File: src/rtl/rate_limiter_pkg.sv
// Shared types and helpers for the token-bucket AXI4-Stream rate limiter.
package rate_limiter_pkg;

  typedef enum logic {
    IDLE = 1'b0,
    PKT  = 1'b1
  } state_e;

  // Widest bus the byte counter is sized for; narrower tstrb is zero-extended.
  localparam int unsigned C_MAX_DATA_WIDTH = 1024;
  localparam int unsigned MAX_STRB_W       = C_MAX_DATA_WIDTH / 8;
  localparam int unsigned BYTE_CNT_W       = $clog2(MAX_STRB_W) + 1;

  function automatic logic [BYTE_CNT_W-1:0] popcount(input logic [MAX_STRB_W-1:0] v);
    logic [BYTE_CNT_W-1:0] c;
    c = '0;
    for (int unsigned i = 0; i < MAX_STRB_W; i++) begin
      c = c + {{(BYTE_CNT_W-1){1'b0}}, v[i]};
    end
    return c;
  endfunction

endpackage

File: src/rtl/token_bucket.sv
// Interval counter, refill strobe and saturating signed byte bucket.
module token_bucket
  import rate_limiter_pkg::*;
#(
  parameter int unsigned C_TOKEN_WIDTH    = 32,
  parameter int unsigned C_INTERVAL_WIDTH = 16
) (
  input  logic                              clk,
  input  logic                              rst,
  input  logic                              sw_rst,
  input  logic [C_TOKEN_WIDTH-1:0]          cfg_tokens,
  input  logic [C_INTERVAL_WIDTH-1:0]       cfg_interval,
  input  logic [C_TOKEN_WIDTH-1:0]          cfg_bucket_max,
  input  logic [C_TOKEN_WIDTH:0]            debit,
  output logic signed [C_TOKEN_WIDTH:0]     bucket_level
);

  localparam int unsigned SW = C_TOKEN_WIDTH + 3;

  logic [C_INTERVAL_WIDTH-1:0] cnt_q, cnt_d, cnt_last;
  logic                        stb;
  logic signed [C_TOKEN_WIDTH:0] bucket_q, bucket_d;
  logic signed [SW-1:0] b_ext, r_ext, d_ext, ceil_ext, floor_ext, sum;

  always_comb begin
    cnt_last = (cfg_interval == '0) ? '0 : cfg_interval - 1'b1;
    stb      = (cnt_q == cnt_last);
    cnt_d    = stb ? '0 : cnt_q + 1'b1;

    // Three guard bits hold bucket + refill - debit without overflow.
    b_ext     = {{2{bucket_q[C_TOKEN_WIDTH]}}, bucket_q};
    r_ext     = stb ? {3'b000, cfg_tokens} : '0;
    d_ext     = {2'b00, debit};
    ceil_ext  = {3'b000, cfg_bucket_max};
    floor_ext = {3'b111, {C_TOKEN_WIDTH{1'b0}}};
    sum       = b_ext + r_ext - d_ext;

    if (sum > ceil_ext) begin
      bucket_d = {1'b0, cfg_bucket_max};
    end else if (sum < floor_ext) begin
      bucket_d = {1'b1, {C_TOKEN_WIDTH{1'b0}}};
    end else begin
      bucket_d = sum[C_TOKEN_WIDTH:0];
    end

    if (sw_rst) begin
      bucket_d = '0;
      cnt_d    = '0;
    end
  end

  always_ff @(posedge clk or posedge rst) begin
    if (rst) begin
      cnt_q    <= '0;
      bucket_q <= '0;
    end else begin
      cnt_q    <= cnt_d;
      bucket_q <= bucket_d;
    end
  end

  assign bucket_level = bucket_q;

endmodule

File: src/rtl/token_bucket_rate_limiter.sv
// Zero-latency AXI4-Stream token-bucket rate limiter gating only at packet boundaries.
// Define RATE_LIMITER_STATS_EN to build the packet and throttle counters.
module token_bucket_rate_limiter
  import rate_limiter_pkg::*;
#(
  parameter int unsigned C_AXIS_DATA_WIDTH  = 256,
  parameter int unsigned C_AXIS_TUSER_WIDTH = 128,
  parameter int unsigned C_TOKEN_WIDTH      = 32,
  parameter int unsigned C_INTERVAL_WIDTH   = 16
) (
  input  logic                            axi_aclk,
  input  logic                            axi_areset,
  input  logic [C_AXIS_DATA_WIDTH-1:0]    s_axis_tdata,
  input  logic [C_AXIS_DATA_WIDTH/8-1:0]  s_axis_tstrb,
  input  logic [C_AXIS_TUSER_WIDTH-1:0]   s_axis_tuser,
  input  logic                            s_axis_tvalid,
  output logic                            s_axis_tready,
  input  logic                            s_axis_tlast,
  output logic [C_AXIS_DATA_WIDTH-1:0]    m_axis_tdata,
  output logic [C_AXIS_DATA_WIDTH/8-1:0]  m_axis_tstrb,
  output logic [C_AXIS_TUSER_WIDTH-1:0]   m_axis_tuser,
  output logic                            m_axis_tvalid,
  input  logic                            m_axis_tready,
  output logic                            m_axis_tlast,
  input  logic                            sw_rst,
  input  logic                            rate_lim_en,
  input  logic [C_TOKEN_WIDTH-1:0]        cfg_tokens,
  input  logic [C_INTERVAL_WIDTH-1:0]     cfg_interval,
  input  logic [C_TOKEN_WIDTH-1:0]        cfg_bucket_max,
  output logic signed [C_TOKEN_WIDTH:0]   status_tokens,
  output logic                            status_in_pkt,
  output logic [31:0]                     stat_pkt_count,
  output logic [31:0]                     stat_throttle_cycles
);

  localparam int unsigned STRB_W = C_AXIS_DATA_WIDTH / 8;

  state_e                      state_q, state_d;
  logic                        en_lat_q, en_lat_d;
  logic signed [C_TOKEN_WIDTH:0] bucket;
  logic                        bucket_pos;
  logic                        gate;
  logic                        accept;
  logic                        debit_en;
  logic [MAX_STRB_W-1:0]       strb_ext;
  logic [BYTE_CNT_W-1:0]       beat_bytes;
  logic [C_TOKEN_WIDTH:0]      debit;

  assign m_axis_tdata  = s_axis_tdata;
  assign m_axis_tstrb  = s_axis_tstrb;
  assign m_axis_tuser  = s_axis_tuser;
  assign m_axis_tlast  = s_axis_tlast;
  assign m_axis_tvalid = s_axis_tvalid & gate;
  assign s_axis_tready = m_axis_tready & gate;

  assign bucket_pos    = !bucket[C_TOKEN_WIDTH] && (bucket != '0);
  assign status_tokens = bucket;
  assign status_in_pkt = (state_q == PKT);

  always_comb begin
    gate = 1'b0;
    if (!axi_areset) begin
      gate = (state_q == PKT) || !rate_lim_en || bucket_pos;
    end
  end

  always_comb begin
    accept   = s_axis_tvalid & m_axis_tready & gate;
    strb_ext = '0;
    strb_ext[STRB_W-1:0] = s_axis_tstrb;
    beat_bytes = popcount(strb_ext);

    // The SOP beat is metered by the enable it latches, later beats by the latched value.
    debit_en = (state_q == IDLE) ? rate_lim_en : en_lat_q;
    debit    = (accept && debit_en) ?
               {{(C_TOKEN_WIDTH+1-BYTE_CNT_W){1'b0}}, beat_bytes} : '0;

    state_d  = state_q;
    en_lat_d = en_lat_q;
    case (state_q)
      IDLE: begin
        if (accept) begin
          en_lat_d = rate_lim_en;
          if (!s_axis_tlast) state_d = PKT;
        end
      end
      PKT: begin
        if (accept && s_axis_tlast) state_d = IDLE;
      end
      default: state_d = IDLE;
    endcase
  end

  always_ff @(posedge axi_aclk or posedge axi_areset) begin
    if (axi_areset) begin
      state_q  <= IDLE;
      en_lat_q <= 1'b0;
    end else begin
      state_q  <= state_d;
      en_lat_q <= en_lat_d;
    end
  end

  token_bucket #(
    .C_TOKEN_WIDTH   (C_TOKEN_WIDTH),
    .C_INTERVAL_WIDTH(C_INTERVAL_WIDTH)
  ) u_bucket (
    .clk           (axi_aclk),
    .rst           (axi_areset),
    .sw_rst        (sw_rst),
    .cfg_tokens    (cfg_tokens),
    .cfg_interval  (cfg_interval),
    .cfg_bucket_max(cfg_bucket_max),
    .debit         (debit),
    .bucket_level  (bucket)
  );

`ifdef RATE_LIMITER_STATS_EN
  logic [31:0] pkt_cnt_q, pkt_cnt_d;
  logic [31:0] thr_cnt_q, thr_cnt_d;

  always_comb begin
    pkt_cnt_d = pkt_cnt_q;
    thr_cnt_d = thr_cnt_q;
    if (accept && s_axis_tlast) pkt_cnt_d = pkt_cnt_q + 32'd1;
    if ((state_q == IDLE) && s_axis_tvalid && rate_lim_en && !bucket_pos) begin
      thr_cnt_d = thr_cnt_q + 32'd1;
    end
    if (sw_rst) begin
      pkt_cnt_d = '0;
      thr_cnt_d = '0;
    end
  end

  always_ff @(posedge axi_aclk or posedge axi_areset) begin
    if (axi_areset) begin
      pkt_cnt_q <= '0;
      thr_cnt_q <= '0;
    end else begin
      pkt_cnt_q <= pkt_cnt_d;
      thr_cnt_q <= thr_cnt_d;
    end
  end

  assign stat_pkt_count       = pkt_cnt_q;
  assign stat_throttle_cycles = thr_cnt_q;
`else
  assign stat_pkt_count       = '0;
  assign stat_throttle_cycles = '0;
`endif

endmodule

File: config.mk
export PLATFORM = sky130hd
export DESIGN_NAME = token_bucket_rate_limiter
export DESIGN_NICKNAME = d
export VERILOG_FILES = /design/src/rtl/rate_limiter_pkg.sv /design/src/rtl/token_bucket.sv /design/src/rtl/token_bucket_rate_limiter.sv
export SDC_FILE = /design/constraint.sdc
export NUM_CORES = 1
export LEC_CHECK = 0
export ABC_CLOCK_PERIOD_IN_PS = 13600
export BUFFER_PORTS_ARGS = -buffer_cell sky130_fd_sc_hd__buf_2
export CORE_AREA = 2 2 393 395
export CTS_CLUSTER_SIZE = 16
export DETAILED_ROUTE_END_ITERATION = 6
export DIE_AREA = 0 0 395 397
export PLACE_DENSITY_LB_ADDON = 0.12
export SLEW_MARGIN = 25
export SYNTH_ARGS = -nofsm -noshare
export SYNTH_HDL_FRONTEND = slang
export SYNTH_HIERARCHICAL = 1
export SYNTH_SLANG_ARGS = --single-unit
export TNS_END_PERCENT = 5
File: constraint.sdc
create_clock -name axi_aclk -period 13.6 [get_ports axi_aclk]
set_input_delay 2.72 -clock axi_aclk [delete_from_list [all_inputs] [get_ports axi_aclk]]
set_output_delay 2.72 -clock axi_aclk [all_outputs]
set_load 0.02 [all_outputs]
==> out/metrics.cfg <==
[drt]
routed_via_density=2.61
dr_total_vias=8709
wl_um=52300
antenna_left=0
drc=0
dr.pass1.iters=5
wl_per_cell_um=15.7
drtIter0Drc=355

[sta]
setup_slack_ns=1.76
slew_violations=0
slew_headroom=0.448
fin_crit_ns=11.84
period_share=0.870
finalHoldViolCount=0
skew_ns=0.00951
max_freq_mhz=84.5
rsz0062_at_grt=no
tightest_slew_ns=0.807
timing.hold.ws_ns=0.534
setup_violations=0
tns_ns=0

[clock_tree]
cts_sinks=51
cts_setup_buffers=0
cts_resized=0
ctsHtreeMaxLevel=2
clockBufferDepth=2
cts_hold_repair.buffers=0
cts_tree=done
cts_made_buffers=5
clkTransAtPathRegs_ns=0.09
clk_latency_ns=0.34
clock-root-buffer=clkbuf_16

[min_path]
hold_path_class=register to register
hold_end=en_lat_q
hold_start=en_lat_q
holdPathStages=2

[global_routing]
antenna_found_initial=27
grt_max_degree=34
grt_pass1_vias=9244
grt_pass1_wl_um=72300
grt_util_all_layers=0.0650
grt-ovfl-total=0

[die]
die-area_sq_um=157000
chipWidth_um=395
initial_core_util=0.0767
rows=144
core_sq_um=153000
io_pins=1020
die_h_um=397

[setup_path]
cp_slowest_stage_delay_ns=0.67
critPathArrivalTime_ns=12.11
worstPathRequired_ns=13.87
r2r_setup_slack_ns=4.41
cp-start-kind=input pin
rr_startpoint=u_bucket/cnt_q[0]
path_max_fanout=19
rr_worst_depth=38
rr_endpoint=u_bucket/bucket_level[22]
cp-end-kind=register
crit_type=input pin to register
crit_slowest_cell=nor3_4

[finish]
multi_input_area_sq_um=6580
drive_gt1_frac=0.180
ff_latch_area_sq_um=1280
area_growth_pct=2.89
final_cell_mix=buf_2 (187), inv_1 (129), ha_1 (106)
nNetsFinal=1920
fin_cells=3331
final_common_cell=buf_2
fillers=18000

[place]
dp_worst_setup_slack_ns=1.18
hpwl_um=46600
port_buffers=187
gp_congestion=0.732
dp.cells=3322

[logic_synthesis]
synthesis.area_per_instance_sq_um=7.86
yosysWarnings=6
ys_types=76
syn_inst=1492
synth-seq-cells=51
synth_edf_count=0
synthFlopType=dfrtp_1
syn_area_sq_um=11700
synth-async-reset-ratio=1.00
yosysSeqAreaShare=0.109

[run_status]
status=finished clean

[power_and_ir_drop]
powerDensity_nw_per_um2=109
p_leak_uw=0.00529
ir_drop_uv=57.2

[flow_run]
maxCapViolCount=0

-- layer usage --
metal	vias to the layer above	wire length, um	part of all wire	GRT usage
li1	4031	-	-	-
met1	4086	22600	0.43	0.0792
met2	381	22400	0.43	0.0978
met3	177	5560	0.11	0.0320
met4	34	1580	0.030	0.0243
met5	-	229	0.0044	0.00121
-- per-stage QoR --
stage / util / power (uW) / cell area (sq um)
3_5_place_dp: 0.0779 / 1230 / 11900
3_3_place_gp: 0.0779 / 1240 / 11900
6_report: 0.0789 / 1320 / 12100
5_1_grt: 0.0789 / 1490 / 12100
2_1_floorplan: - / 1010 / 12100
4_1_cts: 0.0789 / 1400 / 12100
-- critical path, delay by kind of cell --
kind / cells / cell delay [ns]
xor gates and xnor gates: 2 / 0.36
adders and majority gates: 4 / 1.13
buffers and inverters: 5 / 0.80
and+or+nand+nor: 15 / 3.51
AOI/OAI and AO/OA: 18 / 3.57
-- synthesized netlist by cell type (3+ instances only) --
cell type | number | area (sq um)
nand2b_1 | 9 | 56.3
nor3b_1 | 4 | 30.0
a21o_1 | 34 | 255
nor2b_1 | 15 | 93.8
a22o_1 | 32 | 280
a211oi_1 | 14 | 105
xnor2_1 | 50 | 438
inv_1 | 130 | 488
nand3_1 | 31 | 155
nor2_1 | 65 | 244
nor4b_1 | 5 | 43.8
nor3_1 | 32 | 160
o211ai_1 | 3 | 22.5
and3_1 | 12 | 75.1
a2111oi_0 | 5 | 43.8
buf_4 | 483 | 3630
a31oi_1 | 10 | 62.6
nor4_1 | 6 | 37.5
ha_1 | 106 | 1330
or2_2 | 3 | 18.8
o21ai_0 | 38 | 190
o31ai_1 | 3 | 22.5
o31a_1 | 4 | 35.0
o2111ai_1 | 3 | 26.3
dfrtp_1 | 51 | 1280
nand2_1 | 47 | 176
clkbuf_1 | 10 | 37.5
or3_1 | 4 | 25.0
a21boi_1 | 5 | 37.5
o21a_1 | 14 | 105
nand4_1 | 17 | 106
o21bai_1 | 3 | 22.5
xor2_1 | 41 | 359
buf_2 | 3 | 15.0
fa_1 | 26 | 521
mux2i_1 | 4 | 40.0
and2_1 | 37 | 231
buf_6 | 4 | 45.0
nor4_2 | 4 | 50.1
a21oi_1 | 77 | 385
-- flip-flops by register name, indices dropped and copies added (netlist names), named ones only --
| register | cells |
|---|---|
| en_lat_q | 1 |
| u_bucket/cnt_q | 16 |
| u_bucket/bucket_level | 33 |
-- area by class of cell --
| class | instances | share of cell area |
|---|---|---|
| Clock buffer | 5 | 0.0104 |
| Inverter | 131 | 0.0407 |
| Antenna cell | 1 | 0.000207 |
| Clock inverter | 3 | 0.00166 |
| Sequential cell | 51 | 0.106 |
| Multi-Input combinational cell | 898 | 0.545 |
| Tap cell | 2044 | 0.212 |
| Timing Repair Buffer | 198 | 0.0844 |
-- report_power, final --
group,switching (uW),internal [uW],total (uW)
sequential,37.2,171,209
combinational,585,371,955
clock,85.2,68.9,154
-- how the worst max path moves through the flow --
stage                      from                        end  cells after the start
2_1_floorplan  s_axis_tstrb[23]  u_bucket/bucket_level[13]                     36
3_3_place_gp    cfg_interval[0]  u_bucket/bucket_level[22]                     41
3_5_place_dp    cfg_interval[0]  u_bucket/bucket_level[22]                     44
4_1_cts         cfg_interval[0]  u_bucket/bucket_level[22]                     44
5_1_grt         cfg_interval[0]  u_bucket/bucket_level[22]                     43
6_report        cfg_interval[0]  u_bucket/bucket_level[22]                     44
-- logic make-up after synthesis --
kind of cell,synth area share
adders and majority gates,0.157
and+or+nand+nor,0.140
muxes,0.00341
other,0.000320
buffers and inverters,0.360
xor gates and xnor gates,0.0703
DFF,0.109
AOI/OAI and AO/OA,0.159
No activity file was read; power rests on OpenSTA's default activity.
